===== config.mk =====
export PLATFORM = sky130hd
export DESIGN_NAME = seq_detect_param
export DESIGN_NICKNAME = d
export VERILOG_FILES = /design/src/rtl/seq_detect_param.sv
export SDC_FILE = /design/constraint.sdc
export NUM_CORES = 1
export LEC_CHECK = 0
export BUFFER_PORTS_ARGS = -buffer_cell sky130_fd_sc_hd__buf_4
export CORE_UTILIZATION = 30
export DETAILED_ROUTE_END_ITERATION = 8
export GPL_TIMING_DRIVEN = 0
export PLACE_DENSITY = 0.51
export SKIP_CTS_REPAIR_TIMING = 1
export SLEW_MARGIN = 15
export SYNTH_ARGS = -nofsm -noshare
export SYNTH_HDL_FRONTEND = slang
export SYNTH_SLANG_ARGS = --single-unit

===== constraint.sdc =====
create_clock -name clk -period 4.1 [get_ports clk]
set_clock_uncertainty 0.05 [all_clocks]
set_input_delay 0.82 -clock clk [delete_from_list [all_inputs] [get_ports clk]]
set_output_delay 0.82 -clock clk [all_outputs]
set_load 0.02 [all_outputs]

===== src/rtl/seq_detect_param.sv =====
// -----------------------------------------------------------------------------
// seq_detect_param
//   Parametrised serial pattern detector. It compares a valid-qualified 1-bit
//   stream against a compile-time pattern and produces a registered one-cycle
//   pulse on every match. Overlapping or non-overlapping detection is chosen
//   at run time.
//
// Parameters
//   LEN      pattern length in bits (2..32)
//   PATTERN  pattern bits; the MSB is the first bit received. Only the low LEN
//            bits may be set.
//   CNT_W    width of match_count (1..32)
//
// Ports
//   clk          clock; all state updates on the rising edge
//   rst          asynchronous reset, active low
//   in           serial data bit, sampled when in_valid=1
//   in_valid     qualifies in; idle cycles leave detection state untouched
//   overlap      1 = overlapping detection, 0 = non-overlapping
//   clear        synchronous flush of history, fill, count and detected
//   detected     registered one-cycle match pulse
//   match_count  saturating count of matches since reset or clear
//   fill         number of history bits currently contributing to a match
//
// Build option
//   SEQDET_COUNT_EN  when defined, builds the saturating match counter.
//                    When undefined, match_count is tied to zero.
// -----------------------------------------------------------------------------
module seq_detect_param #(
  parameter int          LEN     = 4,
  parameter logic [31:0] PATTERN = 32'b1011,
  parameter int          CNT_W   = 8
) (
  input  logic             clk,
  input  logic             rst,
  input  logic             in,
  input  logic             in_valid,
  input  logic             overlap,
  input  logic             clear,
  output logic             detected,
  output logic [CNT_W-1:0] match_count,
  output logic [5:0]       fill
);

  // Elaboration-time parameter checks
  if (LEN < 2 || LEN > 32) begin : g_len_chk
    $error("seq_detect_param: LEN=%0d out of range 2..32", LEN);
  end
  if (CNT_W < 1 || CNT_W > 32) begin : g_cnt_chk
    $error("seq_detect_param: CNT_W=%0d out of range 1..32", CNT_W);
  end
  if (LEN < 32 && (PATTERN >> LEN) != 32'd0) begin : g_pat_chk
    $error("seq_detect_param: PATTERN wider than LEN=%0d", LEN);
  end

  localparam logic [5:0]     FILL_MAX = 6'(LEN - 1);
  localparam logic [LEN-1:0] PAT      = PATTERN[LEN-1:0];

  logic [LEN-2:0] hist;
  logic [5:0]     fill_q;
  logic [LEN-1:0] window;
  logic           accept;
  logic           match;

  assign window = {hist, in};
  assign accept = in_valid && !clear;
  // The window is only meaningful once LEN-1 earlier bits have been taken.
  assign match  = accept && (fill_q == FILL_MAX) && (window == PAT);
  assign fill   = fill_q;

  always_ff @(posedge clk or negedge rst) begin
    if (!rst) begin
      hist     <= '0;
      fill_q   <= '0;
      detected <= 1'b0;
    end else if (clear) begin
      hist     <= '0;
      fill_q   <= '0;
      detected <= 1'b0;
    end else begin
      detected <= match;
      if (accept) begin
        // After a non-overlap match the history is don't-care, because fill
        // restarts at zero. Shifting unconditionally keeps the datapath simple.
        hist <= window[LEN-2:0];
        if (match && !overlap)
          fill_q <= '0;
        else if (fill_q != FILL_MAX)
          fill_q <= fill_q + 6'd1;
      end
    end
  end

`ifdef SEQDET_COUNT_EN
  always_ff @(posedge clk or negedge rst) begin
    if (!rst)
      match_count <= '0;
    else if (clear)
      match_count <= '0;
    else if (match && (match_count != {CNT_W{1'b1}}))
      match_count <= match_count + 1'b1;
  end
`else
  assign match_count = '0;
`endif

endmodule

* Word level (Yosys, flattened, before mapping) *
Index checks and enable logic that the tools add are counted.

word-level totals
  output and inout bits = 15
  register bits after elaboration = 10
  bits of input ports = 6

operators by class
  mux-type cells = 7
  reductions and logical operators = 9
  add/sub/neg operators = 1
  equality and inequality tests = 3

operators by type and width
  kind                                                              count
  6-bit 2-to-1 mux                                                  4
  6-bit by 1-bit adder with 6-bit output (second input constant)    1
  6-bit by 2-bit == test with 1-bit output (second input constant)  1
  3-bit 2-to-1 mux                                                  2
  6-bit by 2-bit != test with 1-bit output (second input constant)  1
  4-bit == test (second input constant)                             1
  1-bit logical AND                                                 4
  3-bit nonzero test                                                1
  1-bit logical NOT                                                 2
  2-bit AND reduction                                               1
  2-bit nonzero test                                                1
  1-bit 2-to-1 mux                                                  1

* Logic depth before layout (Yosys ltp) *
  word-level depth = 8
  mapped depth = 5
  mapped depth without buffers = 5

* Least setup slack after synthesis *
No wires, ideal clock.

  path type = input to register
  start point = input port clear
  end point = register fill_q[0] (netlist: fill[0])
  buffers on the path = 1
  cell stages on the path = 5
  path slack = 2.252 ns
  setup time = 0.126 ns
  arrival = 1.672 ns
  path through = buf_6 > nand4b_1 > or4_1 > nand3_1 > a31oi_1

between the ends
  cells in the longest elaborated chain, start to end = 8
  elaborated cells on any way between the ends = 11

ends and longest elaborated chain
  element                         line  source
  start: declaration              39    input logic clear,
  1-bit logical NOT               66    assign accept = in_valid && !clear;
  1-bit logical AND               66
  1-bit logical AND (2 in a row)  68    assign match = accept && (fill_q == FILL_MAX) && (window == PAT);
  1-bit logical AND               86    if (match && !overlap)
  6-bit 2-to-1 mux                86
  6-bit 2-to-1 mux                82    if (accept) begin
  6-bit 2-to-1 mux                76    end else if (clear) begin
  end signal: assignment          89    fill_q <= fill_q + 6'd1;
  end: declaration                60    logic [5:0] fill_q;

Several ways; a longest one is shown, not always the timed one. The select of a mux whose other input is x is not followed.
A chain may end at the register's enable or synchronous reset.

* Worst setup path after layout *
  start point = register fill_q[3] (netlist: fill[3])
  end point = output port fill[3]

RTL lines
  element           line  source
  end: declaration  42    output logic [5:0] fill

No word-level cell between the ends.

==> impl_metrics.toml <==
[pwr]
power.density_cell_area_nw_per_um2 = 281
post-layout-total-power_mw = 0.206
power_frac_comb = 0.166
p_seq_frac = 0.507
p_clk_frac = 0.327
power_report.internal_total_mw = 0.151
vdd.ir_drop.worst_mv = 0.129
power_switching_mw = 0.0546
power.share.switching = 0.266
leakage_power_nw = 0.359

[yosys]
yosysUniqueCellTypes = 24
synth_top_family_by_area = "simple AND/OR/NAND/NOR gates"
async_set_or_reset_register_ratio_after_synthesis = 1.00
synth_xor_xnor_area_share = 0.0308
yosysWarnings = 0
postSynthAreaPerCell_um2 = 9.97
number_of_flops_mapped_to_enable_cells_by_yosys = 0
ys_dominant_reg_cell = "sky130_fd_sc_hd__dfrtp_1"
synth_mux_area_frac = 0.0529
synth_simple_gate_area_share = 0.244
synth-compound-area-share = 0.0573
synth_seq_area_share = 0.441
synthCells = 57
synth-seq-cells = 10
synthesis.area_um2 = 568
yosys.area_share.adder = 0.0220

[sta]
grt_setup_unrepaired = "false"
final_period_minus_worst_setup_slack_ns = 1.75
timing.final.crit_share = 0.426
setup_viols_final = 0
hold_viol = 0
post_route_hold_slack_ns = 0.324
totalNegativeSetupSlack_ns = 0
fmax_mhz = 572
slew_violations = 0

[route]
first_iter_violations = 7
vias_per_cell = 4.33
drtPass1Iterations = 4
antenna_left = 0
num_vias = 446
routedWlPerCell_um = 9.58
post-route-drc-count = 0
totalWireLength_um = 987

[placement]
dpl.hpwl_um = 741
dpl-instance-area_um2 = 708
io_buffers = 11
gpl.final_weighted_congestion = 0.676

[worst_setup_path]
r2r_start = "fill[0]"
largest_fanout_on_the_critical_path = 6
worst_path_slowest_cell = "sky130_fd_sc_hd__dfrtp_1"
timing.setup.critical_path_class = "reg -> out"
worst_setup_path_end_kind = "output port"
cp.arrival_ns = 0.88
cp_top_family = "flip-flops"
start_kind = "flip-flop"
worst_r2r_path_depth = 5
regToRegSetupSlack_ns = 2.48
critical_path_buf_inv_count = 1
path_cells = "buf_4"
critical_path.reg2reg.endpoint = "fill[1]"
critical_path_required_ns = 3.23
cp_slowest_stage_delay_ns = 0.43

[die]
ioPinCount = 21
chipWidth_um = 45.5
die_h_um = 45.5
rows = 15
floorplan.initialDensity = 0.325
design.die.area_um2 = 2070
placeableCoreArea_um2 = 1750

[clocking]
clk_transition_reported_paths_ns = 0.07
max-clock-path-buffers = 2
htreeDepth = 1
cts_sinks = 10
cts_root_buf = "sky130_fd_sc_hd__clkbuf_4"
tritoncts = "done"
worst_skew_pair.late_latency_ns = 0.26
cts_inserted_buffers = 3

[final_layout]
antenna-diode-count = 0
fin_area_um2 = 731
drive_gt1_frac = 0.333
syn2layout_area_growth_pct = 28.6
final_nets = 87
final.fill_count = 196

[global_route]
groute.usage.overall = 0.111
grt_pass1_wl_um = 1570
grt_antenna_before_repair = 0
grt_pass1_vias = 384
grt-ovfl-total = 0
grt_max_degree = 11

[status]
run_status = "finished, final reports clean"

[job]
drv.max_cap_violation_count = 0

[worst_hold_path]
timing.hold.worst.class = "in -> async"
-- power by group through the flow --
stage          Sequential [mW]  Combinational, mW  Clock, mW
2_1_floorplan            0.107             0.0230          0
3_3_place_gp             0.106             0.0343          0
3_5_place_dp             0.106             0.0344          0
4_1_cts                  0.104             0.0343     0.0711
5_1_grt                  0.105             0.0381     0.0745
6_report                 0.104             0.0341     0.0673
-- kinds of logic (layout without fill, tap and decap cells) --
group	after synthesis	in the layout
AND/OR/NAND/NOR	23	23
AO/OA/AOI/OAI	6	6
other	1	8
multiplexers	3	3
XOR/XNOR	2	2
flip-flops	10	10
buffers and inverters	11	25
adder cells (fa/ha/maj)	1	1
-- cell usage in the layout (no fill, tap or decap), types with 2 or more instances in the layout --
cell type                  count
sky130_fd_sc_hd__a31oi_1       2
sky130_fd_sc_hd__dfrtp_1      10
sky130_fd_sc_hd__nand3_1       2
sky130_fd_sc_hd__a21oi_1       3
sky130_fd_sc_hd__buf_4        20
sky130_fd_sc_hd__or3_1         2
sky130_fd_sc_hd__conb_1        8
sky130_fd_sc_hd__clkbuf_4      3
sky130_fd_sc_hd__xor2_1        2
sky130_fd_sc_hd__nand2_1       3
sky130_fd_sc_hd__nor4_1        2
sky130_fd_sc_hd__nor2_1        5
sky130_fd_sc_hd__nand4_1       2
sky130_fd_sc_hd__mux2i_1       3
-- through the flow --
stage,worst slack (ns),std cells,util
CTS,2.34,103,0.419
floorplan,2.25,64,-
global placement,2.19,100,0.406
global route,2.31,103,0.419
finish,2.35,103,0.419
detailed placement,2.18,100,0.406
-- cell usage after synthesis, types with 2 or more instances --
master / instances / share of area
sky130_fd_sc_hd__buf_4: 9 / 0.12
sky130_fd_sc_hd__nand3_1: 2 / 0.018
sky130_fd_sc_hd__a21oi_1: 3 / 0.026
sky130_fd_sc_hd__nor4_1: 2 / 0.022
sky130_fd_sc_hd__xor2_1: 2 / 0.031
sky130_fd_sc_hd__nor2_1: 5 / 0.033
sky130_fd_sc_hd__mux2i_1: 3 / 0.053
sky130_fd_sc_hd__or3_1: 2 / 0.022
sky130_fd_sc_hd__a31oi_1: 2 / 0.022
sky130_fd_sc_hd__dfrtp_1: 10 / 0.44
sky130_fd_sc_hd__nand2_1: 3 / 0.020
sky130_fd_sc_hd__nand4_1: 2 / 0.022
-- registers in the layout, summed over array words and instances, names as in the netlist --
name and flops:
fill 6, detected 1, hist 3
-- final cells by class --
class,instances,area (µm²),area share
multi-input cells,43,262,0.358
plain buffers,10,78.8,0.108
clock buffers,3,22.5,0.0308
flip-flops and latches,10,250,0.342
inverters,1,3.75,0.00514
repair buffers,11,82.6,0.113
well taps,25,31.3,0.0428
-- worst max-delay path by stage --
stage | startpoint | to | slack (ns) | cells after the start
2_1_floorplan | clear | fill[0] | 2.25 | 5
3_3_place_gp | clear | fill[0] | 2.19 | 5
3_5_place_dp | clear | fill[0] | 2.18 | 5
4_1_cts | fill[3] | fill[3] | 2.34 | 1
5_1_grt | fill[0] | fill[0] | 2.31 | 1
6_report | fill[3] | fill[3] | 2.35 | 1
-- routing by layer --
metal  vias up  track usage  routed length [µm]
met5         -            0                   0
met4         0       0.0727                   6
met3         2       0.0238                  44
met2        10        0.171                 476
met1       202        0.139                 459
li1        232            -                   -
Power figures use the tool's default switching activity.
